--- config.mk ---
export PLATFORM = sky130hd
export DESIGN_NAME = flop_pipe
export DESIGN_NICKNAME = d
export VERILOG_FILES = /design/src/rtl/flop_pipe_pkg.sv /design/src/rtl/flop_en_r.sv /design/src/rtl/flop_pipe.sv
export SDC_FILE = /design/constraint.sdc
export NUM_CORES = 1
export LEC_CHECK = 0
export ABC_AREA = 1
export CAP_MARGIN = 20
export CELL_PAD_IN_SITES_DETAIL_PLACEMENT = 1
export CELL_PAD_IN_SITES_GLOBAL_PLACEMENT = 1
export CORE_UTILIZATION = 36
export DETAILED_ROUTE_END_ITERATION = 12
export PLACE_DENSITY = 0.71
export SYNTH_ARGS = -nofsm -noshare
export SYNTH_HDL_FRONTEND = slang
export SYNTH_SLANG_ARGS = --single-unit
--- constraint.sdc ---
create_clock -name clk -period 1.6 [get_ports clk]
set_input_delay 0.16 -clock clk [delete_from_list [all_inputs] [get_ports clk]]
set_output_delay 0.16 -clock clk [all_outputs]
set_load 0.01 [all_outputs]
--- src/rtl/flop_pipe_pkg.sv ---
// Shared constants and helpers for the flop_pipe register pipeline.
package flop_pipe_pkg;

    localparam int MAX_DEPTH = 64;

    // Bits needed to hold an occupancy of 0..depth.
    function automatic int count_w(input int depth);
        return $clog2(depth + 1);
    endfunction

endpackage

--- src/rtl/flop_en_r.sv ---
// One pipeline stage: register with async active-high reset, sync clear,
// enable and a programmable reset value.
module flop_en_r #(
    parameter int           W         = 9,
    parameter logic [W-1:0] RESET_VAL = '0
) (
    input  logic         clk,
    input  logic         reset,
    input  logic         clr_i,
    input  logic         en_i,
    input  logic [W-1:0] d_i,
    output logic [W-1:0] q_o
);

    logic [W-1:0] data_q;

    // NOTE: non-blocking assignment, so every stage samples its neighbour's pre-edge value.
    always_ff @(posedge clk or posedge reset) begin
        if (reset) begin
            data_q <= RESET_VAL;
        end else if (clr_i) begin
            data_q <= RESET_VAL;
        end else if (en_i) begin
            data_q <= d_i;
        end
    end

    assign q_o = data_q;

endmodule

--- src/rtl/flop_pipe.sv ---
// WIDTH x DEPTH delay line with per-stage valid, stall, clear and occupancy count.
// Define FLOP_PIPE_TAP_EN to expose every stage on tap_data/tap_valid.
module flop_pipe
    import flop_pipe_pkg::*;
#(
    parameter int               WIDTH     = 8,
    parameter int               DEPTH     = 4,
    parameter logic [WIDTH-1:0] RESET_VAL = '0
) (
    input  logic                      clk,
    input  logic                      reset,
    input  logic                      en,
    input  logic                      clr,
    input  logic [WIDTH-1:0]          d,
    input  logic                      d_valid,
    output logic [WIDTH-1:0]          q,
    output logic                      q_valid,
    output logic [count_w(DEPTH)-1:0] count,
    output logic                      empty,
    output logic                      full
`ifdef FLOP_PIPE_TAP_EN
    ,
    output logic [DEPTH*WIDTH-1:0]    tap_data,
    output logic [DEPTH-1:0]          tap_valid
`endif
);

    localparam int            CW      = count_w(DEPTH);
    localparam logic [CW-1:0] DEPTH_C = CW'(DEPTH);

    if (DEPTH < 1 || DEPTH > MAX_DEPTH) begin : g_bad_depth
        $error("flop_pipe: DEPTH out of range 1..64");
    end

    // Each stage is {valid, data}; stage DEPTH-1 drives the outputs.
    logic [WIDTH:0] stage_q [DEPTH];

    for (genvar i = 0; i < DEPTH; i++) begin : g_stage
        logic [WIDTH:0] stage_d;

        if (i == 0) begin : g_head
            assign stage_d = {d_valid, d};
        end else begin : g_body
            assign stage_d = stage_q[i-1];
        end

        flop_en_r #(
            .W         (WIDTH + 1),
            .RESET_VAL ({1'b0, RESET_VAL})
        ) u_reg (
            .clk   (clk),
            .reset (reset),
            .clr_i (clr),
            .en_i  (en),
            .d_i   (stage_d),
            .q_o   (stage_q[i])
        );

`ifdef FLOP_PIPE_TAP_EN
        assign tap_data[i*WIDTH +: WIDTH] = stage_q[i][WIDTH-1:0];
        assign tap_valid[i]               = stage_q[i][WIDTH];
`else
`endif
    end

    assign q       = stage_q[DEPTH-1][WIDTH-1:0];
    assign q_valid = stage_q[DEPTH-1][WIDTH];

    logic [CW-1:0] count_q, count_d;

    // NOTE: default assigned first so no path through this block infers a latch.
    always_comb begin
        count_d = count_q;
        if (clr) begin
            count_d = '0;
        end else if (en) begin
            count_d = count_q + CW'(d_valid) - CW'(q_valid);
        end
    end

    always_ff @(posedge clk or posedge reset) begin
        if (reset) begin
            count_q <= '0;
        end else begin
            count_q <= count_d;
        end
    end

    assign count = count_q;
    assign empty = (count_q == '0);
    assign full  = (count_q == DEPTH_C);

    a_count_range: assert property (@(posedge clk) disable iff (reset) count_q <= DEPTH_C);

endmodule
## After elaboration in Yosys (flattened, before gate mapping)

Cells that the tools add are included.

| cells by class | value |
|---|---|
| add/sub/neg operators | 2 |
| eq/ne operators | 1 |
| mux-type cells | 10 |
| reduce and logical (&&, ||, !) cells | 2 |

Operators by type and width:

| kind | number |
|---|---|
| 2-to-1 mux 9 bit | 8 |
| 2-to-1 mux 3 bit | 2 |
| adder 3 x 1 -> 3 bit | 1 |
| equality test 3 bit (second input constant) | 1 |
| logical NOT 3 bit | 1 |
| subtractor 3 x 1 -> 3 bit | 1 |
| nonzero test 2 bit | 1 |

| storage, ports and cells | value |
|---|---|
| register bits | 39 |
| bits of input ports | 13 |
| output and inout bits | 14 |
| logic and storage cells | 20 |

## Longest topological paths before layout

Gate-level depths: netlist of run 1.

| logic depth | value |
|---|---|
| depth after elaboration | 4 |
| depth in mapped cells | 10 |
| depth with buffers taken out | 10 |

## Cells and area by module

Synthesis of run 1 repeated with hierarchy kept, for this count alone.

| second synthesis, totals | value |
|---|---|
| cells, all modules | 191 |
| area, all modules | 1749.2 sq um |

By module, submodules not included:

| module | instances | cells each | area each (sq um) | sequential area each (sq um) |
|---|---|---|---|---|
| flop_en_r | 4 | 40 | 376.6 | 225.2 |
| flop_pipe | 1 | 31 | 242.7 | 75.1 |

## Worst setup path before layout of run 1

No wires, ideal clock.

| timing | value |
|---|---|
| kind | flip-flop to flip-flop |
| start point | register count_q[0], in the netlist count[0] |
| end point | register count_q[2], in the netlist count[2] |
| library setup time | 117 ps |
| arrival time | 1498 ps |
| data required time | 1483 ps |
| setup slack | -15 ps |
| stages on the path, launching flop included | 11 |
| path buffers | 0 |
| clock period less this slack | 1615 ps |
| cell sequence | dfrtp_1 > inv_1 > ha_1 > inv_1 > ha_1 > inv_1 > fa_1 > inv_1 > nand2_1 > nand3_1 > nand2_1 |

| between the ends | value |
|---|---|
| cells in the longest elaborated chain, start to end | 4 |

RTL lines:

| element | line | source |
|---|---|---|
| from (decl) | flop_pipe.sv:69 | `logic [CW-1:0] count_q, count_d;` |
| from (signal assigned) | flop_pipe.sv:85 | `count_q <= count_d;` |
| adder 3 x 1 -> 3 bit | flop_pipe.sv:77 | `count_d = count_q + CW'(d_valid) - CW'(q_valid);` |
| subtractor 3 x 1 -> 3 bit | flop_pipe.sv:77 |  |
| 2-to-1 mux 3 bit | flop_pipe.sv:76 | `end else if (en) begin` |
| 2-to-1 mux 3 bit | flop_pipe.sv:74 | `if (clr) begin` |

Every way passes these cells. The select of a mux whose other input is x is not followed.
A chain may end at the register's enable or synchronous reset.

## Final worst setup path of run 1

Same ends and word-level chain as after synthesis.

==> summary.txt, run 1 <==
Run status
  – Outcome: finished, violations left
  – Failing checks: negative setup slack

Finish
  – N_diodes: 0
  – Syn-to-layout area delta: 34.02%
  – Fill count: 475
  – Share of cells above drive strength 1: 0.2344
  – Post-route cell area: 0.002193 mm²
  – Final Net Count: 207

Worst hold path
  – HP Class: input port to async pin

Clock network
  – TritonCTS Buffers: 5
  – Root buffer cell: clkbuf_8
  – CTS Buffer Depth: 2
  – TritonCTS clock tree: done
  – Clk_lat worst skew: 0.29 ns
  – H-tree Lvls: 2
  – Clock transition at path regs: 0.07 ns
  – CTS Sinks: 39

Timing
  – Clk_skew: 0.004024 ns
  – Final min period: 1.603 ns
  – Peak Freq: 624.0 MHz
  – Worst rel slew slack: 0.6756
  – Fin crit share: 1.002
  – Worst slew pin tran: 0.4866 ns
  – Final Hold Vio Count: 0
  – Setup-failing EPs final: 1
  – Setup tns final: -0.002508 ns
  – Worst Setup Slack, final: -0.002508 ns
  – RSZ-0062 raised after global routing: true
  – Pins Over Slew Limit: 0

Floorplan
  – Die H: 69.43 µm
  – Die X: 69.43 µm
  – Initial Utilization: 0.3759
  – # rows: 24
  – Die ar.: 0.004820 mm²
  – Ports: 27
  – Core Footprint: 0.004354 mm²

Global route
  – Gr ovfl total: 0
  – Initial antenna violation count: 0
  – First-pass GRT wire length: 6210 µm
  – Gr usage total: 0.1664
  – Largest net degree at the start of global routing: 40
  – Vias in the first global route: 1,271

Placement
  – Instance area at placement: 0.001989 mm²
  – Post-DP HPWL: 2444 µm
  – Gpl congestion: 0.6963
  – Count of input and output buffers: 26

Route
  – Vias per Instance: 4.910
  – Final wirelength: 3657 µm
  – WL per Instance: 14.99 µm
  – Routed Antenna Nets: 0
  – DRC Markers: 0
  – Via count: 1,198
  – DR pass1 iterations: 4
  – DRT iter0 DRCs: 77

Run
  – Max capacitance violation total: 0

Worst setup path
  – CP max FO: 2
  – CP arrival: 1.79 ns
  – R2R cell count: 10
  – Launching point of the worst reg2reg path: count[0]
  – CP Capture Type: flip-flop
  – RR Endpoint: count[2]
  – Worst endpoint required time: 1.78 ns
  – Launching element type of the critical path: flip-flop
  – Setup CP Type: flip-flop to flip-flop
  – Register-to-Register Setup Slack: -0.003 ns

Synth
  – Yosys cell types: 18
  – Top area cells in the synthesized netlist: dfrtp_1 (60%), inv_1 (7.8%), o22ai_2 (7.6%), o21ai_0 (5.5%), nand3_1 (3.7%)
  – Post-synthesis instance total: 156
  – Area share of the largest cell type after synthesis: 0.5963
  – Mean Syn Cell Area: 10.49 µm²
  – Yosys warns: 0
  – Synth area leader: dfrtp_1
  – Synth Cell Area: 0.001637 mm²
  – Sequential area share after synthesis: 0.5963
  – Synthesized Nets: 172
  – Flops & latches, synth: 39

Pwr
  – P_leak: 0.9718 nW
  – Pwr/cell area: 1012 mW/mm²
  – Peak VDD IR: 0.4792 mV
-- layout by cell type (no fill, tap or decap), drive strengths merged --
cell and count:
dfrtp 39, inv 37, clkdlybuf4s50 22, o21ai 19, o22ai 19, nand2 16
nand3 12, buf 10, clkbuf 6, ha 2, bufinv 2, dlymetal6s2s 2
nor2 2, nor3 1, fa 1, dlygate4sd2 1, clkdlybuf4s15 1
-- per-stage QoR --
stage	hold WS [ns]	util	cells	power, mW	setup slack, ns
after CTS	0.3025	0.4888	242	2.227	-0.09205
final	0.2842	0.5037	244	2.220	-0.002508
after floorplan	0.2810	-	156	1.164	-0.01518
after global routing	0.3320	0.5037	244	2.318	-0.06906
after global placement	0.4896	0.4569	234	1.251	0.04565
after detailed placement	0.4987	0.4569	234	1.265	-0.07973
-- metal layers --
metal	part of all wire	wire length, µm	global-route usage	vias up
met2	0.51	1869	0.2740	23
met1	0.42	1545	0.1990	594
met4	0.028	104	0.07937	0
met5	0	0	0	-
met3	0.038	138	0.04942	11
li1	-	-	-	570
-- registers in the layout (all words and copies together), names as in the netlist --
name	cells
g_stage.u_reg.q_o	36
count	3
-- Yosys cell counts (all sizes together) --
cell,instances
o21ai,19
buf,8
inv,37
nand2,16
nor3,1
nand3,12
nor2,2
o22ai,19
ha,2
fa,1
dfrtp,39
-- cell type report --
type                            instances  area [µm²]  area share
Clock inverter                          2       60.06     0.02738
Multi-Input combinational cell         72       513.0      0.2339
Inverter                               37       141.4     0.06446
Sequential cell                        39       977.2      0.4455
Clock buffer                            6       72.57     0.03309
Tap cell                               52       65.06     0.02966
Timing Repair Buffer                   36       364.1      0.1660
-- cells by family (layout without fill, tap and decap cells) --
logic type / after synthesis / after routing / share of synthesized area
AO/OA/AOI/OAI: 38 / 38 / 0.1690
adder cells (fa/ha/maj): 3 / 3 / 0.02752
buffers and inverters: 45 / 81 / 0.1200
flip-flops: 39 / 39 / 0.5963
AND/OR/NAND/NOR: 31 / 31 / 0.08715
-- how the worst max path moves through the flow --
stage | to | startpoint | slack [ns]
finish | count[2] | count[0] | -0.003
global placement | count[2] | g_stage[3].u_reg.q_o[8] | 0.05
floorplan | count[2] | count[0] | -0.02
global route | count[2] | count[0] | -0.07
detailed placement | count[2] | g_stage[3].u_reg.q_o[8] | -0.08
CTS | count[2] | g_stage[3].u_reg.q_o[8] | -0.09
-- worst max-delay path, stage by stage (launching register included) --
cell and delay, ns:
dfrtp_1 0.39, inv_2 0.08, ha_4 0.21, inv_4 0.05
ha_4 0.12, inv_2 0.04, fa_2 0.38, inv_2 0.07
nand2_2 0.05, nand3_2 0.07, nand2_2 0.05
-- what timing repair did --
item | CTS | global route
hold buffers | 0 | 0
buffers inserted | 0 | 2
setup endpoints to repair | 4 | 2
pin swaps | 0 | 4
gates resized for setup | 5 | 15
-- where the power goes --
| group | internal (mW) | switching, mW | total, mW |
|---|---|---|---|
| Clock | 0.623 | 0.334 | 0.957 |
| Sequential | 1.02 | 0.0132 | 1.03 |
| Combinational | 0.104 | 0.131 | 0.235 |
Note: power is estimated with default switching activity, not from simulation.
==> inputs of run 2 (changes only) <==
Settings changed: TNS_END_PERCENT set to 100.
==> results of run 2 <==
Same layout as run 1: the final DEF is identical, and so are final timing and power.
